==> config.mk <==
export PLATFORM = sky130hd
export DESIGN_NAME = game_round
export DESIGN_NICKNAME = d
export VERILOG_FILES = /design/src/rtl/game_round.sv
export SDC_FILE = /design/constraint.sdc
export NUM_CORES = 1
export LEC_CHECK = 0
export BUFFER_PORTS_ARGS = -buffer_cell sky130_fd_sc_hd__buf_2
export CAP_MARGIN = 20
export CORE_ASPECT_RATIO = 0.9
export CORE_MARGIN = 2
export CORE_UTILIZATION = 57
export DETAILED_ROUTE_END_ITERATION = 8
export PLACE_DENSITY = 0.81
export SLEW_MARGIN = 20
export SYNTH_ARGS = -nofsm -noshare
export SYNTH_HDL_FRONTEND = slang
export SYNTH_SLANG_ARGS = --single-unit
==> constraint.sdc <==
create_clock -name clk -period 4.09 [get_ports clk]
set_input_delay 1.0225 -clock clk [delete_from_list [all_inputs] [get_ports clk]]
set_output_delay 1.0225 -clock clk [all_outputs]
set_load 0.02 [all_outputs]
==> src/rtl/game_round.sv <==
// game_round: whack-a-LED play engine for the in-game state.
// One target LED is lit during a round. Flipping that switch scores and moves the
// target. Flipping any other switch costs points. A 1 Hz enable runs the countdown,
// and done pulses once when the countdown reaches zero.
module game_round #(
  parameter int          ROUND_SECONDS = 30,
  parameter logic [15:0] LFSR_SEED     = 16'hACE1,
  parameter int          HIT_POINTS    = 1,
  parameter int          MISS_PENALTY  = 1
) (
  input  logic               clk,
  input  logic               resetGame,
  input  logic               initialize,
  input  logic               tick_1hz,
  input  logic [15:0]        switches,
  output logic [15:0]        leds,
  output logic signed [10:0] score,
  output logic [5:0]         countdown_game,
  output logic               active,
  output logic               done
);

  localparam logic [5:0]  ROUND_INIT = 6'(ROUND_SECONDS);
  localparam logic [15:0] LFSR_TAPS  = 16'hB400;
  localparam int          SCORE_MAX  = 1023;
  localparam int          SCORE_MIN  = -1024;

  typedef enum logic [1:0] {
    ST_IDLE = 2'd0,
    ST_PLAY = 2'd1,
    ST_DONE = 2'd2
  } state_t;

  state_t             state;
  logic [15:0]        lfsr;
  logic [15:0]        sw_prev;
  logic [3:0]         target;

  logic [15:0]        lfsr_next;
  logic [3:0]         draw_idx;
  logic [15:0]        tog;
  logic               hit;
  logic               miss;
  logic signed [10:0] score_next;
  int                 score_acc;

  function automatic logic [15:0] onehot(input logic [3:0] idx);
    onehot = 16'h0001 << idx;
  endfunction

  // Galois LFSR step, and the next target, which must never repeat the current one
  always_comb begin
    lfsr_next = {1'b0, lfsr[15:1]} ^ (lfsr[0] ? LFSR_TAPS : 16'h0000);
    draw_idx  = lfsr[3:0];
    if (lfsr[3:0] == target) begin
      draw_idx = lfsr[3:0] + 4'd1;
    end
  end

  // Classify the switch change: only an exact flip of the lit switch is a hit
  always_comb begin
    tog  = switches ^ sw_prev;
    hit  = (tog == onehot(target));
    miss = (tog != 16'h0000) && !hit;
  end

  // Score after this cycle's hit or miss, clamped to the signed 11-bit range
  always_comb begin
    score_acc = int'(score);
    if (hit) begin
      score_acc = score_acc + HIT_POINTS;
    end else if (miss) begin
      score_acc = score_acc - MISS_PENALTY;
    end
    if (score_acc > SCORE_MAX) begin
      score_acc = SCORE_MAX;
    end else if (score_acc < SCORE_MIN) begin
      score_acc = SCORE_MIN;
    end
    score_next = 11'(score_acc);
  end

  // Round FSM with registered outputs; initialize restarts from any state
  always_ff @(posedge clk) begin
    if (resetGame) begin
      state          <= ST_IDLE;
      leds           <= 16'h0000;
      score          <= 11'sd0;
      countdown_game <= ROUND_INIT;
      active         <= 1'b0;
      done           <= 1'b0;
      lfsr           <= LFSR_SEED;
      sw_prev        <= switches;
      target         <= 4'd0;
    end else begin
      lfsr    <= lfsr_next;
      sw_prev <= switches;
      done    <= 1'b0;
      if (initialize) begin
        state          <= ST_PLAY;
        score          <= 11'sd0;
        countdown_game <= ROUND_INIT;
        target         <= draw_idx;
        leds           <= onehot(draw_idx);
        active         <= 1'b1;
      end else begin
        case (state)
          ST_PLAY: begin
            score <= score_next;
            if (hit) begin
              target <= draw_idx;
              leds   <= onehot(draw_idx);
            end
            if (tick_1hz) begin
              if (countdown_game == 6'd1) begin
                state          <= ST_DONE;
                countdown_game <= 6'd0;
                leds           <= 16'h0000;
                active         <= 1'b0;
                done           <= 1'b1;
              end else begin
                countdown_game <= countdown_game - 6'd1;
              end
            end
          end
          default: begin
            state <= state;
          end
        endcase
      end
    end
  end

endmodule

==> reports/results.ini <==
[yosys]
yosys_warnings = 0
synth_nets = 447
avgSynthCellArea_um2 = 8.67
synth_cell_types = 55
synthFlopType = dfxtp_1
yosysSeqAreaShare_pct = 39.4
synthArstFlopShare_pct = 0
synthCells = 422
synth_edf_count = 0
ys_seq_elements = 72
netlist_area_um2 = 3660

[timing]
setup_violations = 0
tns_ns = 0
worst_pin_slew_ns = 0.886
finalMaxSlewViolations = 0
fin_ws_ns = 0.514
worst_clock_skew_ns = 0.00884
fin_crit_sh_pct = 87.4
hold_viol_final = 0
period_needed_ns = 3.58
rsz0062_at_grt = false
fmax_mhz = 280
holdWs_ns = 0.411
maxSlewHeadroom_pct = 40.9

[power_and_ir_drop]
seq_power_share_pct = 38.1
pwr-share-clk_pct = 25.8
power.share.combinational_pct = 36.2
power.density_nw_per_um2 = 547
leakage_nw = 1.65
switching_power_mw = 0.836
sw_frac_of_total_pct = 37.2
vdd_drop_max_v = 0.000303
intPower_mw = 1.41

[clocking]
htree_levels = 3
tritoncts = done
postCtsSetupBuffers = 0
clock_path_buffers = 2
clkTransAtPathRegs_ns = 0.08
hold_buffers = 0
post_cts_resized = 0
worstSkewPairLatency_ns = 0.35
clock-sinks = 72
cts-buffers-inserted = 9
root_buffer = clkbuf_8

[route]
wl_met1_um = 3840
antenna_left = 0
drt_first_pass_iters = 5
drt_iter0_drc = 217
post-route-drc-count = 0
met3_length_um = 517
viasPerCell = 5.61
wl_met2_um = 3410
vias = 3110
wirelength_um = 7830
wl_per_cell_um = 14.1
dr.max_layer_used = met4

[grt]
antenna_found_initial = 0
grt_max_degree = 40
grt_usage_pct = 23.6
grt-ovfl-total = 0
grt_pass1_vias = 2838
grt_pass1_wl_um = 13300

[flow_run]
maxCapViolCount = 0

[floorplanning]
die_area_um2 = 7080
start_util_pct = 59.5
row_count = 27
die_x_um = 88.5
die_h_um = 80.0
coreArea_um2 = 6150
io_pins = 55

[worst_setup_path]
cp_data_arrival_time_ns = 3.85
reg2reg_slack_ns = 0.51
critPathKind = flop to flop
crit_path_start_kind = flop
r2r-start = target[2]
timing.rr.end = score[6]
end_kind = flop
crit_path_max_fanout = 19
reg2regPathDepth = 10
required_ns = 4.37

[min_path]
worstHoldStart = lfsr[12]
min_to = lfsr[11]
hold_path.class = flop to flop
min_path_cells = 1

[finish]
nFillCells = 528
drive_gt1_share_pct = 19.7
syn_to_final_growth_pct = 12.2
nNetsFinal = 487
final_common_cell = dfxtp_1
multi_input_area_um2 = 2020
layout_common_cells = 72 x dfxtp_1, 54 x nor2_1, 54 x buf_2
final-seq-area_um2 = 1440
diodes = 0

[run_status]
status = finished, final reports clean

[placed_design]
dp_hpwl_um = 5390
gp_congestion = 0.942
place_ws_ns = 0.202
portBuffers = 54

[power groups by stage]
stage          sequential (mW)  clock (mW)  combinational (mW)
2_1_floorplan            0.870           0               0.639
3_3_place_gp             0.867           0               0.791
3_5_place_dp             0.870           0               0.800
4_1_cts                  0.853       0.587               0.807
5_1_grt                  0.869       0.624               0.906
6_report                 0.855       0.579               0.813
[critical path, stage by stage (launching register included)]
cell and delay (ns):
dfxtp_1 0.76, nor4b_1 0.41, xor2_1 0.12, nor4_1 0.30, nand4bb_1 0.29, buf_4 0.25, nor4_1 0.38, o32ai_1 0.22
or3_1 0.48, o21a_1 0.17, a21oi_2 0.12
[kinds of logic (layout without fill, tap and decap cells)]
| kind of cell | count (synthesis) | in the layout | synth area share [%] |
|---|---|---|---|
| and+or+nand+nor | 176 | 176 | 26.4 |
| buffers and inverters | 39 | 84 | 5.50 |
| DFF | 72 | 72 | 39.4 |
| muxes | 9 | 9 | 2.53 |
| adders and majority gates | 6 | 6 | 1.98 |
| AOI/OAI and AO/OA | 80 | 80 | 14.6 |
| xor gates and xnor gates | 40 | 40 | 9.57 |
[flip-flops by register name (all words and copies together), names as in the netlist]
signal,flops
countdown_game,6
sw_prev,16
done,1
target,4
state,2
lfsr,16
leds,16
score,11
[synth_stat cells, drive strengths merged, types with 3 or more instances]
| master | n | area share, % |
|---|---|---|
| a21oi | 23 | 3.8 |
| nand2 | 22 | 2.3 |
| and4 | 3 | 0.72 |
| nand2b | 6 | 1.0 |
| nor4bb | 3 | 0.82 |
| a31oi | 6 | 1.0 |
| or2 | 8 | 1.4 |
| nor2 | 54 | 5.5 |
| nand3 | 9 | 1.2 |
| o21ai | 14 | 1.9 |
| nor4 | 9 | 1.5 |
| nor3b | 5 | 1.2 |
| xnor2 | 20 | 4.8 |
| dfxtp | 72 | 39 |
| nor2b | 9 | 1.5 |
| nor3 | 14 | 1.9 |
| xor2 | 20 | 4.8 |
| mux2i | 7 | 1.9 |
| clkbuf | 16 | 1.6 |
| buf | 12 | 2.7 |
| inv | 11 | 1.1 |
| or3 | 4 | 0.68 |
| ha | 5 | 1.7 |
| nand4 | 9 | 1.5 |
| a22oi | 18 | 3.7 |
| nor4b | 8 | 2.1 |
| o21a | 7 | 1.4 |
[metrics by stage]
| stage | cell area, µm² | power, mW | cells | utilization [%] |
|---|---|---|---|---|
| 6_report | 4110 | 2.25 | 554 | 66.8 |
| 2_1_floorplan | 3660 | 1.51 | 422 | - |
| 3_5_place_dp | 3900 | 1.67 | 538 | 63.5 |
| 3_3_place_gp | 3900 | 1.66 | 538 | 63.5 |
| 5_1_grt | 4110 | 2.40 | 554 | 66.8 |
| 4_1_cts | 4100 | 2.25 | 554 | 66.7 |
[metal layers]
layer,up-vias,GRT usage (%)
met4,0,4.55
met1,1420,32.7
met5,-,0
met2,105,35.9
met3,11,7.86
li1,1574,-
[area by class of cell]
class                           count  area share (%)
Multi-Input combinational cell    311            49.2
Sequential cell                    72            35.1
Timing Repair Buffer               57            7.13
Clock buffer                       10            3.35
Tap cell                           87            2.65
Clock inverter                      6            1.58
Inverter                           11            1.01
[worst max-delay path by stage]
stage                      start  endpoint  slack [ns]  cells past startpoint
global route           target[2]  score[6]         0.1                     10
finish                 target[2]  score[6]        0.51                     10
CTS                 switches[13]  leds[11]        0.53                     10
global placement    switches[13]  leds[10]        0.30                     10
detailed placement  switches[13]  leds[11]        0.20                     10
floorplan            switches[3]  score[6]        0.73                     11
Power figures use the tool's default switching activity.
